### src/rtl/led_event_scheduler.sv
// Event scheduler between the click detector and the LED toggle block.
// Queues click events per channel and issues them one at a time, round-robin,
// onto a one-hot toggle strobe, with an idle gap after every toggle so each
// LED change stays visible.
module led_event_scheduler #(
  parameter int CNT_W      = 2,
  parameter int GAP_CYCLES = 25000000,
  parameter int GAP_W      = 25
) (
  input  logic       CLOCK,
  input  logic       RST_n,
  input  logic [2:0] Event_In,
  input  logic       Enable,
  input  logic       Clear,
  output logic [2:0] Pin_Out,
  output logic       Busy,
  output logic [2:0] Drop_Flag
);

  typedef enum logic [1:0] {
    IDLE  = 2'd0,
    ISSUE = 2'd1,
    GAP   = 2'd2
  } state_t;

  localparam logic [CNT_W-1:0] CNT_MAX  = '1;
  localparam logic [GAP_W-1:0] GAP_LAST = GAP_W'(GAP_CYCLES - 1);

  state_t           state;
  state_t           state_next;
  logic [CNT_W-1:0] cnt [3];
  logic [2:0]       pending;
  logic [2:0]       issue;
  logic [2:0]       grant;
  logic [1:0]       last;
  logic [1:0]       last_next;
  logic [1:0]       idx;
  logic [GAP_W-1:0] gap_cnt;

  // Per-channel "has work" flags and the channel being decremented this cycle.
  always_comb begin
    for (int i = 0; i < 3; i++) begin
      pending[i] = (cnt[i] != '0);
    end
    issue = (state == ISSUE) ? Pin_Out : 3'b000;
  end

  // Round-robin pick: first pending channel after the last one granted.
  always_comb begin
    // NOTE: every variable gets a default before any conditional write, so no latch is inferred.
    grant     = 3'b000;
    last_next = last;
    idx       = 2'd0;
    for (int k = 1; k <= 3; k++) begin
      idx = 2'((int'(last) + k) % 3);
      if (grant == 3'b000 && pending[idx]) begin
        grant[idx] = 1'b1;
        last_next  = idx;
      end
    end
  end

  // Next-state logic for the issue/gap sequencer.
  always_comb begin
    state_next = state;
    unique case (state)
      IDLE:    if (Enable && (pending != 3'b000)) state_next = ISSUE;
      ISSUE:   state_next = GAP;
      GAP:     if (gap_cnt == GAP_LAST) state_next = IDLE;
      default: state_next = IDLE;
    endcase
  end

  // Sequencer state, gap timer, RR pointer and registered strobe outputs.
  always_ff @(posedge CLOCK or negedge RST_n) begin
    // NOTE: state registers use non-blocking assignments so all flops update from pre-edge values.
    if (!RST_n) begin
      state   <= IDLE;
      gap_cnt <= '0;
      last    <= 2'd2;
      Pin_Out <= 3'b000;
      Busy    <= 1'b0;
    end else if (Clear) begin
      state   <= IDLE;
      gap_cnt <= '0;
      Pin_Out <= 3'b000;
      Busy    <= 1'b0;
    end else begin
      state   <= state_next;
      Busy    <= (state_next != IDLE);
      gap_cnt <= (state == GAP && state_next == GAP) ? gap_cnt + 1'b1 : '0;
      if (state == IDLE && state_next == ISSUE) begin
        Pin_Out <= grant;
        last    <= last_next;
      end else begin
        Pin_Out <= 3'b000;
      end
    end
  end

  // Pending counters: count events in, grants out, flag events lost to saturation.
  always_ff @(posedge CLOCK or negedge RST_n) begin
    if (!RST_n) begin
      for (int i = 0; i < 3; i++) cnt[i] <= '0;
      Drop_Flag <= 3'b000;
    end else if (Clear) begin
      for (int i = 0; i < 3; i++) cnt[i] <= '0;
      Drop_Flag <= 3'b000;
    end else begin
      Drop_Flag <= 3'b000;
      for (int i = 0; i < 3; i++) begin
        unique case ({Event_In[i], issue[i]})
          2'b10: begin
            if (cnt[i] == CNT_MAX) Drop_Flag[i] <= 1'b1;
            else                   cnt[i] <= cnt[i] + 1'b1;
          end
          2'b01:   cnt[i] <= cnt[i] - 1'b1;
          default: cnt[i] <= cnt[i];
        endcase
      end
    end
  end

endmodule

### config.mk
export PLATFORM = sky130hd
export DESIGN_NAME = led_event_scheduler
export DESIGN_NICKNAME = d
export VERILOG_FILES = /design/src/rtl/led_event_scheduler.sv
export SDC_FILE = /design/constraint.sdc
export NUM_CORES = 1
export LEC_CHECK = 0
export ABC_AREA = 1
export CELL_PAD_IN_SITES_DETAIL_PLACEMENT = 1
export CELL_PAD_IN_SITES_GLOBAL_PLACEMENT = 2
export CORE_MARGIN = 5
export CORE_UTILIZATION = 37
export CTS_BUF_LIST = sky130_fd_sc_hd__clkbuf_4 sky130_fd_sc_hd__clkbuf_8
export CTS_CLUSTER_SIZE = 14
export DETAILED_ROUTE_END_ITERATION = 8
export GPL_TIMING_DRIVEN = 0
export MAX_ROUTING_LAYER = met4
export PLACE_DENSITY = 0.92
export SLEW_MARGIN = 20
export SYNTH_ARGS = -nofsm -noshare
export SYNTH_HDL_FRONTEND = slang
export SYNTH_SLANG_ARGS = --single-unit
### constraint.sdc
create_clock -name CLOCK -period 2.05 [get_ports CLOCK]
set_input_delay 0.205 -clock CLOCK [delete_from_list [all_inputs] [get_ports CLOCK]]
set_output_delay 0.205 -clock CLOCK [all_outputs]
set_load 0.1 [all_outputs]
==> results.toml, run 1 <==
[sta]
hold_viol = 0
min_period_ps = 2020
rsz0062_at_grt = "true"
holdWs_ps = 360
setup_viol = 0
max_freq_mhz = 495
fin_skew_ps = 6.30
slew_violations = 0
period_share = 0.985
slew_headroom = 0.342
tightest_slew_ps = 985
worst_slack_ps = 30.4

[power]
switching_share = 0.409
power_density_nw_per_um2 = 1160
ir_drop_uv = 979
combPwrFrac = 0.473
seq_power_share = 0.285
p_switching_w = 0.00139
p_int_w = 0.00200
p_leak_nw = 1.30
p_clk_frac = 0.242

[grt]
gr-usage-all-layers = 0.158
grt_max_degree = 28
grt_pass1_vias = 2164
antenna_found_initial = 0
grt_pass1_wl_microns = 10300
globalRouteOverflowTotal = 0

[layout]
n_antenna_cell = 0
drive_gt1_frac = 0.190
fillers = 784
final_common_cell = "nand2_1"
final_cell_mix = "nand2_1, dfrtp_1, nor2_1"
nets = 338
area_growth_pct = 23.5
final_area_sq_um = 2940
finalCoreUtilization = 0.465

[critical_path]
worstPathRequired_ps = 2240
r2r_end = "last[0]$_DFFE_PN0P_"
crit_family = "simple AND/OR/NAND/NOR gates"
cpMostUsedCell = "nand2_2"
crit_path_max_incr_delay_ps = 620
endpoint_kind = "flop"
cp_num_buf_inv = 0
crit_fanout = 5
critical_path.slowest_cell = "dfstp_2"
startpoint_type = "flop"
reg2reg_slack_ps = 30
arrival_ps = 2210
r2r_start = "last[1]$_DFFE_PN1P_"
crit_type = "flop to flop"
rr_worst_depth = 13
cp_cell_sequence = "ha_4 > nand2_2 > nand3_4 > nand2_4 > nand2_4 > nand4_1 > nand2_2 > nor2_4 > nand2_4 > nand2_2 > nand2_2 > nand2_1 > nand2_1"

[clocking]
clkTransAtPathRegs_ps = 90
htree_num_levels = 2
clockRootBuffer = "clkbuf_8"
numCtsBuffers = 5
cts_tree = "yes"
cts_sinks = 42
clk_latency_ps = 300
clk_path_buf_depth = 2

[synthesis]
yosys_warnings = 0
yosysTopAreaCell = "dfrtp_1"
synth.area.top_cells = "dfrtp_1, nand2_1, nor2_1, inv_1, xor2_1"
synth_cell_types = 32
ys_seq_area_frac = 0.443
syn-num-nets = 309
avgSynthCellArea_sq_um = 8.00
synthCells = 297
synth_top_area_frac = 0.432
synth_area_sq_um = 2380
synth_seq_cells = 42

[die]
chipWidth_microns = 90.2
coreArea_sq_um = 6310
rows = 29
die_y_microns = 90.2
boundaryPins = 14
dieArea_sq_um = 8130
initial_utilization = 0.377

[hold_path]
hold_path.class = "primary input to asynchronous set/reset pin"

[placed_design]
dp_hpwl_microns = 4480
post-place-ws_ps = -202
routabilityCongestion = 0.855
placed_cell_area_sq_um = 2620
port_buffers = 13

[detailed_routing]
drt-total-wl_microns = 5990
vias = 2087
drtIter0Drc = 102
dr_wl_met3_microns = 104
routedWlPerCell_microns = 14.8
wl_met1_microns = 2670
route.met2.wl_microns = 3120
drc = 0
ant_nets = 0
top_layer = "met4"
vias_per_cell = 5.17
drt_first_pass_iters = 4

[run_status]
status = "finished clean"

[job]
cap_violations = 0
## metrics by stage
| stage | TNS (ps) | instances | power (W) |
|---|---|---|---|
| 2_1_floorplan | 0 | 297 | 0.00182 |
| 4_1_cts | 0 | 400 | 0.00310 |
| 3_3_place_gp | -15880 | 387 | 0.00207 |
| 6_report | 0 | 404 | 0.00339 |
| 3_5_place_dp | -655 | 388 | 0.00212 |
| 5_1_grt | -135 | 404 | 0.00360 |
## layer usage
layer / vias up / GRT usage
met5: - / -
met4: 0 / 0.0558
met3: 5 / 0.0209
met2: 22 / 0.276
met1: 1030 / 0.185
li1: 1030 / -
## registers in the layout (all words and copies together), names as in the netlist
signal,flops
cnt,6
Busy,1
state,2
gap_cnt,25
Pin_Out,3
last,2
Drop_Flag,3
## Yosys cell counts
| master | n |
|---|---|
| o21a_1 | 2 |
| nor2_4 | 4 |
| ha_1 | 5 |
| a22o_1 | 1 |
| dfrtp_1 | 41 |
| a21oi_1 | 4 |
| a31oi_1 | 7 |
| nor3b_1 | 4 |
| nand4_1 | 10 |
| buf_4 | 1 |
| nand3_1 | 19 |
| nand2_2 | 5 |
| xnor2_1 | 3 |
| nand2_1 | 61 |
| inv_1 | 35 |
| buf_2 | 1 |
| nor2_1 | 42 |
| a21oi_2 | 1 |
| o21ai_0 | 8 |
| a211oi_1 | 2 |
| xor2_1 | 12 |
| nor4_1 | 3 |
| nand3_2 | 3 |
| or2_2 | 3 |
| nor3b_2 | 1 |
| and3_1 | 1 |
| nor3_1 | 9 |
| a32oi_1 | 1 |
| o211a_1 | 1 |
| dfstp_2 | 1 |
| nor2_2 | 5 |
| clkbuf_1 | 1 |
## power groups by stage
stage / logic [W] / registers (W) / clock network, W
floorplan: 0.000724 / 0.00109 / 0
global placement: 0.00109 / 0.000976 / 0
detailed placement: 0.00113 / 0.000983 / 0
CTS: 0.00129 / 0.000964 / 0.000845
global route: 0.00175 / 0.000976 / 0.000880
finish: 0.00160 / 0.000967 / 0.000821
## worst max path at each step
stage / start / depth (start not counted) / end / slack [ps]
5_1_grt: last[1]$_DFFE_PN1P_ / 13 / last[0]$_DFFE_PN0P_ / -80
2_1_floorplan: Pin_Out[1]$_DFF_PN0_ / 5 / cnt[2]$_DFFE_PN0P_ / 160
4_1_cts: last[1]$_DFFE_PN1P_ / 14 / last[0]$_DFFE_PN0P_ / 6
3_3_place_gp: RST_n / 1 / cnt[3]$_DFFE_PN0P_ / -380
3_5_place_dp: last[0]$_DFFE_PN0P_ / 15 / last[0]$_DFFE_PN0P_ / -200
6_report: last[1]$_DFFE_PN1P_ / 13 / last[0]$_DFFE_PN0P_ / 30
## logic make-up after synthesis
logic type                 share of synthesized area
and+or+nand+nor                                0.342
adders and majority gates                     0.0263
xor gates and xnor gates                      0.0553
DFF                                            0.443
buffers and inverters                         0.0621
AOI/OAI and AO/OA                             0.0716
## final cells by class
| cell class | instances | area (sq um) | share of cell area |
|---|---|---|---|
| multi-input combinational | 217 | 1280 | 0.436 |
| sequential | 42 | 1050 | 0.358 |
| timing repair buffer | 22 | 210 | 0.0716 |
| inverter | 35 | 136 | 0.0464 |
| tap | 77 | 96.3 | 0.0328 |
| clock buffer | 6 | 82.6 | 0.0281 |
| clock inverter | 2 | 60.1 | 0.0205 |
| buffer | 3 | 18.8 | 0.00639 |
## repair_timing
item / 4_1_cts / 5_1_grt
setup endpoints to repair: 15 / 26
pin swaps: 2 / 6
hold endpoints to repair: 15 / 0
buffers inserted: 3 / 4
gates resized for setup: 9 / 23
hold buffers: 1 / 0
Power figures use the tool's default switching activity.
==> inputs of run 2 (changes only) <==
--- a/config.mk
+++ b/config.mk
@@ -8,7 +8,7 @@
 export ABC_AREA = 1
 export CELL_PAD_IN_SITES_DETAIL_PLACEMENT = 1
 export CELL_PAD_IN_SITES_GLOBAL_PLACEMENT = 2
-export CORE_MARGIN = 5
+export CORE_MARGIN = 2
 export CORE_UTILIZATION = 37
 export CTS_BUF_LIST = sky130_fd_sc_hd__clkbuf_4 sky130_fd_sc_hd__clkbuf_8
 export CTS_CLUSTER_SIZE = 14
@@ -16,6 +16,7 @@
 export GPL_TIMING_DRIVEN = 0
 export MAX_ROUTING_LAYER = met4
 export PLACE_DENSITY = 0.92
+export REMOVE_ABC_BUFFERS = 1
 export SLEW_MARGIN = 20
 export SYNTH_ARGS = -nofsm -noshare
 export SYNTH_HDL_FRONTEND = slang
==> results.toml, run 2 (synthesis gave the netlist of run 1 again) <==
[grt]
grt_pass1_vias = 2163
gr-usage-all-layers = 0.173
grt_max_degree = 25
globalRouteOverflowTotal = 0
grt_pass1_wl_microns = 9760
antenna_found_initial = 0

[die]
coreArea_sq_um = 6280
initial_utilization = 0.379
rows = 29
boundaryPins = 14
chipWidth_microns = 84.2
dieArea_sq_um = 7080
die_y_microns = 84.2

[critical_path]
crit_type = "flop to output port"
crit_family = "buffers and inverters"
crit_path_max_incr_delay_ps = 1140
rr_worst_depth = 14
cp_num_buf_inv = 1
r2r_end = "last[0]$_DFFE_PN0P_"
crit_fanout = 2
cp_cell_sequence = "clkdlybuf4s50_1"
endpoint_kind = "output port"
critical_path.slowest_cell = "clkdlybuf4s50_1"
worstPathRequired_ps = 1850
arrival_ps = 1800
startpoint_type = "flop"
r2r_start = "last[1]$_DFFE_PN1P_"
reg2reg_slack_ps = 40

[sta]
min_period_ps = 2010
rsz0062_at_grt = "true"
period_share = 0.980
tns_ps = 0
hold_viol = 0
fin_skew_ps = 7.87
tightest_slew_ps = 975
setup_viol = 0
holdWs_ps = 416
slew_headroom = 0.348
max_freq_mhz = 498
slew_violations = 0

[detailed_routing]
drc = 0
drt-total-wl_microns = 5890
drt_first_pass_iters = 4
ant_nets = 0
vias_per_cell = 5.20
vias = 2086
drtIter0Drc = 104
routedWlPerCell_microns = 14.7

[layout]
drive_gt1_frac = 0.179
n_antenna_cell = 0
reg_top3 = "gap_cnt x25, cnt x6"
area_growth_pct = 24.8
top_register = "gap_cnt"
largest_reg_flops = 25
final_common_cell = "nand2_1"
final_area_sq_um = 2970
nets = 335
finalCoreUtilization = 0.473
final_cell_mix = "nand2_1, dfrtp_1, nor2_1"

[job]
cap_violations = 0

[clocking]
htree_num_levels = 2
cts_sinks = 42
clk_path_buf_depth = 2
cts_tree = "yes"
clkTransAtPathRegs_ps = 80
numCtsBuffers = 5
clockRootBuffer = "clkbuf_8"
clk_latency_ps = 290

[power]
power_density_nw_per_um2 = 1170
p_leak_nw = 1.28
ir_drop_uv = 888

[placed_design]
placed_cell_area_sq_um = 2610
routabilityCongestion = 0.803
dp_hpwl_microns = 4140
port_buffers = 13

[run_status]
status = "finished clean"

[hold_path]
hold_path.class = "primary input to asynchronous set/reset pin"
==> run 2: where the power goes <==
group	total [W]	internal (W)	switching, W
sequential	0.000969	0.000902	0.0000669
combinational	0.00170	0.000657	0.00105
clock	0.000812	0.000520	0.000292
total	0.00348	0.00208	0.00141
==> run 2: per-stage QoR <==
stage | std cells | total power (W) | setup slack [ps]
3_3_place_gp | 384 | 0.00206 | -426
5_1_grt | 401 | 0.00371 | -116
3_5_place_dp | 385 | 0.00209 | -466
6_report | 401 | 0.00348 | 40.3
2_1_floorplan | 294 | 0.00181 | 166
4_1_cts | 396 | 0.00306 | 0.506
==> run 2: worst max-delay path by stage <==
stage	from	to	slack, ps	depth (start not counted)
after global placement	Clear	gap_cnt[13]$_DFF_PN0_	-430	4
after floorplan	Pin_Out[1]$_DFF_PN0_	cnt[2]$_DFFE_PN0P_	170	5
after CTS	last[1]$_DFFE_PN1P_	last[0]$_DFFE_PN0P_	0.5	14
final	Pin_Out[1]$_DFF_PN0_	Pin_Out[1]	40	1
after global routing	last[1]$_DFFE_PN1P_	last[0]$_DFFE_PN0P_	-120	11
after detailed placement	Clear	gap_cnt[7]$_DFF_PN0_	-470	4
==> run 2: layout make-up <==
type	count	area, sq um
fill	772	3310
multi-input combinational	218	1330
sequential	42	1050
timing repair buffer	21	211
inverter	35	139
tap	77	96.3
clock buffer	6	82.6
clock inverter	2	60.1
==> run 2: timing repair <==
action,CTS,global route
setup buffers,2,4
pin swaps,1,10
endpoints found under the hold margin,19,0
cloned,0,1
resized for setup,9,25
setup endpoints to repair,28,20
hold buffers,1,0
==> run 2: per-layer routing <==
layer	share of wire	vias to the layer above	GRT usage	wire length (microns)
met5	0	-	-	0
met4	0.0090	0	0.0425	53
met3	0.017	5	0.0324	98
met2	0.53	17	0.312	3110
met1	0.45	1031	0.199	2630
li1	-	1033	-	-
